## config.mk

```make
export PLATFORM = sky130hd
export DESIGN_NAME = fb_pixel_writer
export DESIGN_NICKNAME = d
export VERILOG_FILES = /design/src/rtl/vga_pkg.sv /design/src/rtl/fb_pixel_writer_pix_fifo.sv /design/src/rtl/fb_pixel_writer.sv
export SDC_FILE = /design/constraint.sdc
export NUM_CORES = 1
export LEC_CHECK = 0
export ABC_AREA = 1
export CORE_ASPECT_RATIO = 0.5
export CORE_UTILIZATION = 51
export DETAILED_ROUTE_END_ITERATION = 16
export HOLD_SLACK_MARGIN = 0.1
export PLACE_DENSITY_LB_ADDON = 0.3
export SYNTH_ARGS = -nofsm -noshare
export SYNTH_HDL_FRONTEND = slang
export SYNTH_SLANG_ARGS = --single-unit
export TNS_END_PERCENT = 5
```

## constraint.sdc

```tcl
create_clock -name clk -period 3.2 [get_ports clk]
set_clock_uncertainty 0.1 [all_clocks]
set_input_delay 0.64 -clock clk [delete_from_list [all_inputs] [get_ports clk]]
set_output_delay 0.64 -clock clk [all_outputs]
set_load 0.03 [all_outputs]
```

## src/rtl/vga_pkg.sv

```systemverilog
// Shared frame-buffer geometry, pixel payload type and address helpers.
package vga_pkg;

  localparam int unsigned H_RES     = 160;
  localparam int unsigned V_RES     = 120;
  localparam int unsigned ADDR_W    = 15;
  localparam int unsigned COLOR_W   = 12;
  localparam int unsigned COORD_W   = 8;
  localparam int unsigned LAST_ADDR = H_RES * V_RES - 1;

  typedef struct packed {
    logic [COORD_W-1:0] x;
    logic [COORD_W-1:0] y;
    logic [COLOR_W-1:0] color;
  } pixel_t;

  // y*H_RES + x; the default 160-wide frame uses (y<<7)+(y<<5) instead of a multiplier.
  function automatic logic [ADDR_W-1:0] lin_addr(input logic [COORD_W-1:0] x,
                                                 input logic [COORD_W-1:0] y);
    if (H_RES == 160)
      return (ADDR_W'(y) << 7) + (ADDR_W'(y) << 5) + ADDR_W'(x);
    else
      return ADDR_W'(ADDR_W'(y) * ADDR_W'(H_RES)) + ADDR_W'(x);
  endfunction

  function automatic logic in_range(input pixel_t p);
    return (p.x < COORD_W'(H_RES)) && (p.y < COORD_W'(V_RES));
  endfunction

endpackage

```

## src/rtl/fb_pixel_writer_pix_fifo.sv

```systemverilog
// Small synchronous FIFO of pixel_t entries; DEPTH must be a power of two.
module pix_fifo
  import vga_pkg::*;
#(
  parameter int unsigned DEPTH = 4
) (
  input  logic   clk,
  input  logic   rst_n,
  input  logic   i_push,
  input  pixel_t i_data,
  input  logic   i_pop,
  output pixel_t o_data,
  output logic   o_full,
  output logic   o_empty
);

  localparam int unsigned PTR_W = $clog2(DEPTH);
  localparam int unsigned CNT_W = PTR_W + 1;

  pixel_t             r_mem [DEPTH];
  logic [PTR_W-1:0]   r_wptr;
  logic [PTR_W-1:0]   r_rptr;
  logic [CNT_W-1:0]   r_count;
  logic               w_push;
  logic               w_pop;

  assign o_full  = (r_count == CNT_W'(DEPTH));
  assign o_empty = (r_count == CNT_W'(0));
  assign w_push  = i_push && !o_full;
  assign w_pop   = i_pop && !o_empty;
  assign o_data  = r_mem[r_rptr];

  always_ff @(posedge clk or negedge rst_n) begin
    if (!rst_n) begin
      r_wptr  <= '0;
      r_rptr  <= '0;
      r_count <= '0;
    end else begin
      if (w_push) r_wptr <= r_wptr + PTR_W'(1);
      if (w_pop)  r_rptr <= r_rptr + PTR_W'(1);
      case ({w_push, w_pop})
        2'b10:   r_count <= r_count + CNT_W'(1);
        2'b01:   r_count <= r_count - CNT_W'(1);
        default: r_count <= r_count;
      endcase
    end
  end

  // Storage needs no reset: the pointers/count define what is valid.
  always_ff @(posedge clk) begin
    if (w_push) r_mem[r_wptr] <= i_data;
  end

endmodule

```

## src/rtl/fb_pixel_writer.sv

```systemverilog
// Buffers drawer pixel writes, drops off-screen ones and drives the frame-RAM write port.
module fb_pixel_writer
  import vga_pkg::*;
#(
  parameter int unsigned DEPTH = 4
) (
  input  logic              clk,
  input  logic              rst_n,
  input  logic              pix_valid,
  output logic              pix_ready,
  input  logic [7:0]        pix_x,
  input  logic [7:0]        pix_y,
  input  logic [11:0]       pix_color,
  input  logic              fb_busy,
  output logic              fb_we,
  output logic [ADDR_W-1:0] fb_addr,
  output logic [11:0]       fb_data,
  output logic              frame_done,
  output logic [15:0]       drop_count
);

  pixel_t              w_in;
  pixel_t              w_head;
  logic                w_full;
  logic                w_empty;
  logic                w_complete;
  logic                w_pop;
  logic                w_in_range;

  logic                r_we;
  logic [ADDR_W-1:0]   r_addr;
  logic [COLOR_W-1:0]  r_data;
  logic                r_frame_done;
  logic [15:0]         r_drop;

  assign w_in      = '{x: pix_x, y: pix_y, color: pix_color};
  assign pix_ready = !w_full;

  pix_fifo #(.DEPTH(DEPTH)) u_fifo (
    .clk     (clk),
    .rst_n   (rst_n),
    .i_push  (pix_valid),
    .i_data  (w_in),
    .i_pop   (w_pop),
    .o_data  (w_head),
    .o_full  (w_full),
    .o_empty (w_empty)
  );

  // The output register refills in the same edge it retires, giving 1 pixel/cycle.
  assign w_complete = r_we && !fb_busy;
  assign w_pop      = !w_empty && (!r_we || w_complete);
  assign w_in_range = in_range(w_head);

  always_ff @(posedge clk or negedge rst_n) begin
    if (!rst_n) begin
      r_we         <= 1'b0;
      r_addr       <= '0;
      r_data       <= '0;
      r_frame_done <= 1'b0;
      r_drop       <= '0;
    end else begin
      r_frame_done <= w_complete && (r_addr == ADDR_W'(LAST_ADDR));
      if (w_pop && w_in_range) begin
        r_we   <= 1'b1;
        r_addr <= lin_addr(w_head.x, w_head.y);
        r_data <= w_head.color;
      end else if (w_complete) begin
        r_we <= 1'b0;
      end
      if (w_pop && !w_in_range && (r_drop != 16'hFFFF))
        r_drop <= r_drop + 16'd1;
    end
  end

  assign fb_we      = r_we;
  assign fb_addr    = r_addr;
  assign fb_data    = r_data;
  assign frame_done = r_frame_done;
  assign drop_count = r_drop;

endmodule

```

# [After elaboration in Yosys (flattened, before gate mapping)]
# Memory sizes are Yosys's and may differ from the RTL's.
# Cells that the tools add are included.
# Widths: inputs -> output; s select.
[totals] in_bits=32 memories=1 ram_bits=112 out_inout_bits=46 regBits=52
[memory_table] name="u_fifo.r_mem" words=4 width=28 read_ports=1 rd_ports_with_merged_regs=0 write_ports=1 line="fb_pixel_writer_pix_fifo.sv:20" source="pixel_t r_mem [DEPTH];"
[classes] mux=5 reduce_logical=18 order_cmp=2 add_sub_neg=7 eq_ne=5
[op_table] cell="$add 16x1->16 const B" n=1
[op_table] cell="$ne 16x16->1 const B" n=1
[op_table] cell="$add 15x13->15" n=1
[op_table] cell="$add 15x8->15" n=1
[op_table] cell="$eq 15x15->1 const B" n=1
[op_table] cell="$logic_and 1x1->1" n=9
[op_table] cell="$lt 8x7->1 const B" n=1
[op_table] cell="$lt 8x8->1 const B" n=1
[op_table] cell="$pmux 3 s2" n=1
[op_table] cell="$logic_not 1->1" n=5
[op_table] cell="$add 2x1->2 const B" n=2
[op_table] cell="$mux 1" n=4
[op_table] cell="$reduce_bool 2->1" n=2
[op_table] cell="$add 3x1->3 const B" n=1
[op_table] cell="$eq 3x3->1 const B" n=1
[op_table] cell="$logic_not 3->1" n=1
[op_table] cell="$sub 3x1->3 const B" n=1
[op_table] cell="$eq 2x1->1 const B" n=1
[op_table] cell="$eq 2x2->1 const B" n=1
[op_table] cell="$logic_or 1x1->1" n=1

# [Longest topological paths before layout]
[logic_depth] word_depth=7 depth_mapped=16 ltp_nobuf=15

# [Modules after synthesis]
# A second synthesis with hierarchy kept.
[hier_totals] cells_unflattened=753 area_unflattened_um2=7627.3
[modules_own_cells] mod="pix_fifo" area_each_um2=4902.2 n_inst=1 seq_area_each_um2=3538.4 cells_each=388
[modules_own_cells] mod="fb_pixel_writer" area_each_um2=2725.1 n_inst=1 seq_area_each_um2=1126.1 cells_each=365

# [Least setup slack after synthesis]
# Ideal clock, no wire load.
[synth_path] path_kind="reg2reg" from="register u_fifo.r_rptr[0]" to="register r_addr[14], in the netlist fb_addr[14]" slack_ns=0.164 stages_incl_launch_ff=17 setup_ns=0.117 synth_period_minus_slack_ns=3.036 t_required_ns=2.983 t_arrival_ns=2.819 path_buffers=2 path_cell_list="dfrtp_1 > inv_2 > buf_6 > clkbuf_1 > nand2_1 > a32oi_1 > inv_1 > fa_1 > inv_1 > fa_1 > nand3_1 > nand2_1 > nand3_1 > nand3_1 > xor2_1 > nand2_1 > nand2_1"
[synth_via] elab_chain_len=4 word_cells_on_any_way=7 classes_between="2 x add/sub; 2 x order compare; 2 x reduce/logical; 1 x memory"
[synth_rtl] item="start: declaration" line="fb_pixel_writer_pix_fifo.sv:22" source="logic [PTR_W-1:0] r_rptr;"
[synth_rtl] item="start signal: assignment" line="fb_pixel_writer_pix_fifo.sv:40" source="if (w_pop) r_rptr <= r_rptr + PTR_W'(1);"
[synth_rtl] item="$mem_v2 4x28 *"
[synth_rtl] item="branches (longest 3 deep; another with $add 15x13->15)"
[synth_rtl] item="end signal: assignment" line="fb_pixel_writer.sv:66" source="r_addr <= lin_addr(w_head.x, w_head.y);"
[synth_rtl] item="end: declaration" line="fb_pixel_writer.sv:31" source="logic [ADDR_W-1:0] r_addr;"
# Every way passes the cells marked *.
# A chain may end at the register's enable or synchronous reset.

# [Final worst setup path]
# Same ends and word-level chain as after synthesis.

==> run metrics <==
outcome=completed; Gate power share=48.6%; CTS Buffer Depth=2; crit path max-delay cell type=sky130_fd_sc_hd__fa_1; pre-CTS worst setup slack=0.2488 ns; starting density of the core=between 50 and 60%; Setup Crit Path Kind=flop to flop; number of enable flip-flop cells after synthesis=112; net switching power figure=about 4.4 mW; share of synthesized area occupied by flip-flops and latches=63.73%; total global routing track utilization=22.03%; slew at the pin closest to its max-slew limit=0.4719 ns; share of layout cells above drive strength 1=11.95%; Vias=about 5000; Max Cap Violations=0; crit-path max FO=14; switching part of the total power=between 40% and 50%; clock tree from TritonCTS=built; chip height=86.71 um; number of sinks handled by clock tree synthesis=around 160; Max H-tree Level=4; vias in the first global route=approximately 4800; Worst-path clk slew=0.07 ns; endpoints failing setup=0; post-layout worst setup margin=0.2204 ns; count of state elements after synthesis=164; P_leak=3.625 nW; distinct cell type count of the synthesized netlist=36; Final period util=93.11%; most common cell after layout, fill and taps aside=sky130_fd_sc_hd__nand2_1; buffers added on ports=77; Syn Nets=712; Worst IR Drop VDD=0.6060 mV; Routed WL per cell=about 16 um; delay contributed by the slowest stage of the critical path=roughly 0.54 ns; RSZ-0062 raised after global routing=false; placeable core region=13780 um^2; arrival time of the worst setup path=~3.2 ns; antenna violations before repair=0; path type of the worst min-delay path=flop to flop; Setup TNS=0 ns; post-detail-place hpwl=9855 um; global-route wire length before repair=24480 um; area growth from synthesis to final layout=21.71%; maximum number of pins on one net before global-route repair=32; Inserted Clock Buffers=17; Routed Wire Length=about 15000 um; primary flip-flop cell chosen by synthesis mapping=sky130_fd_sc_hd__edfxtp_1; Rows=30; cell count after synthesis=656; most used cells in the layout excluding fill and tap cells=164 x sky130_fd_sc_hd__nand2_1, 112 x sky130_fd_sc_hd__edfxtp_1, 76 x sky130_fd_sc_hd__clkdlybuf4s50_1, 53 x sky130_fd_sc_hd__nor2_1, 52 x sky130_fd_sc_hd__dfrtp_1; overflow left after global routing=0; cell area after placement=8258 um^2; critical path data required time=3.42 ns; DRC viols=0; Post CTS Setup Buffer Count=0; Worst slew margin=68.50%; count of endpoints failing hold in the final timing report=0; final count of pins violating max slew=0; CP startpoint kind=flop; share of flip-flops with an asynchronous set or reset=31.71%; final layout net count=796; worst hold margin=~0.38 ns; Min Clock Period, post-route=between 2 and 3 ns; Syn. warnings=0; Mapped Avg Cell Area=11.16 um^2; clock tree root buffer cell=sky130_fd_sc_hd__clkbuf_16; portion of total power attributed to sequential cells=30.6%; Internal=between 5 and 6 mW; IO Count=between 70 and 80; endpoint class of the critical path=flop; die boundary width=171.4 um; drt pass-1 iters=5; Iteration-0 DRC Markers=384; netlist area before placement=7320 um^2; count of placed standard cells including taps=912; Final ANT Viol Nets=0; clk_lat worst skew=0.43 ns; final instance count without filler cells=about 950; area enclosed by the die boundary=14860 um^2; number of vias per cell=5.311; power density over the cells=1154 nW/um^2; placer's final routability congestion estimate=between 0.9 and 1; final instance area=8909 um^2; critical-path cell list=buf_6 -> nand2_1 -> a32oi_1 -> inv_1 -> fa_1 -> inv_1 -> fa_1 -> nand3_1 -> nand2_1 -> nand3_1 -> nand3_1 -> xor2_1 -> nand2_1 -> nand2_1; most prevalent standard cell on the critical path=sky130_fd_sc_hd__nand2_1; proportion of power drawn by the clock network=between 20% and 30%; max frequency=0.3356 GHz
==> critical path, delay by kind of cell (launching register included) <==
family	cells	cell delay [ns]
buffers and inverters	3	0.37
AOI/OAI and AO/OA	1	0.25
adders and majority gates	2	1.01
and+or+nand+nor	7	0.57
DFF	1	0.43
xor gates and xnor gates	1	0.15
==> synth_stat cells, types with 12 or more instances <==
library cell               instances  area [um^2]
sky130_fd_sc_hd__nand2_1         164        615.6
sky130_fd_sc_hd__edfxtp_1        112         3363
sky130_fd_sc_hd__nor2_1           57        214.0
sky130_fd_sc_hd__dfrtp_1          52         1301
sky130_fd_sc_hd__inv_1            38        142.6
sky130_fd_sc_hd__o21ai_0          36        180.2
sky130_fd_sc_hd__ha_1             21        262.8
sky130_fd_sc_hd__nand3_1          21        105.1
sky130_fd_sc_hd__nand2_2          20        125.1
sky130_fd_sc_hd__nand4_1          19        118.9
sky130_fd_sc_hd__o22ai_1          18        112.6
sky130_fd_sc_hd__clkbuf_1         12        45.04
sky130_fd_sc_hd__xnor2_1          12        105.1
==> through the flow <==
step                      power (mW)  utilization (%)
after CTS                      10.32            64.60
after detailed placement       8.140            59.95
after global placement         7.996            59.95
after floorplan                6.834                -
final                          10.28            64.67
after global routing           11.02            64.65
==> flip-flops by register name, summed over array words and instances (netlist names) <==
signal and count:
u_fifo.r_count 3, fb_we 1, fb_addr 15, drop_count 16
fb_data 12, u_fifo.r_mem 112, frame_done 1, u_fifo.r_rptr 2
u_fifo.r_wptr 2
==> worst paths after layout <==
kind | end | startpoint | slack [ns] | cells past startpoint
min | fb_data[8]$_DFFE_PN0P_ | fb_data[8]$_DFFE_PN0P_ | 0.38 | 2
max | fb_addr[14]$_DFFE_PN0P_ | u_fifo.r_rptr[0]$_DFFE_PN0P_ | 0.22 | 14
min reg2reg | fb_data[8]$_DFFE_PN0P_ | fb_data[8]$_DFFE_PN0P_ | 0.38 | 2
max in group asynchronous | fb_addr[2]$_DFFE_PN0P_ | rst_n | 1.87 | 3
max reg2reg | fb_addr[14]$_DFFE_PN0P_ | u_fifo.r_rptr[0]$_DFFE_PN0P_ | 0.22 | 14
min in group asynchronous | drop_count[1]$_DFFE_PN0P_ | rst_n | 0.45 | 2
==> power by group through the flow <==
stage / logic (mW) / registers [mW] / clock network (mW)
CTS: 5.01 / 3.14 / 2.16
detailed placement: 4.96 / 3.18 / 0
global placement: 4.82 / 3.17 / 0
global route: 5.57 / 3.20 / 2.25
finish: 5.00 / 3.15 / 2.13
floorplan: 3.31 / 3.52 / 0
==> kinds of logic (layout without fill, tap and decap cells) <==
group                    Yosys count  in the layout  synth area share [%]
XOR/XNOR                          23             23                 2.752
buffers and inverters             70            167                 4.752
AO/OA/AOI/OAI                     78             78                 6.085
AND/OR/NAND/NOR                  297            297                 18.27
other                              0              1                     0
flip-flops                       164            164                 63.73
adder cells (fa/ha/maj)           24             24                 4.410
==> routing by layer <==
layer	GRT usage, %	vias to the layer above	wire, um
li1	-	2412	-
met1	28.84	2426	6874
met2	36.73	173	7218
met3	5.205	13	883
met4	6.737	0	141
met5	0	-	0
==> area by class of cell <==
class	instances	area, um^2
multi-input cells	422	2317
clock buffers	17	425.4
repair buffers	93	892.1
diodes	1	2.502
well taps	192	240.2
inverters	42	160.2
flip-flops and latches	164	4664
clock inverters	15	206.4
fillers	1054	4867
==> what timing repair did <==
item                       CTS  global route
gates resized for setup      0             2
hold buffers                 1             0
hold endpoints to repair     4             0
setup endpoints to repair    0             2
No activity file was read; power rests on OpenSTA's default activity.
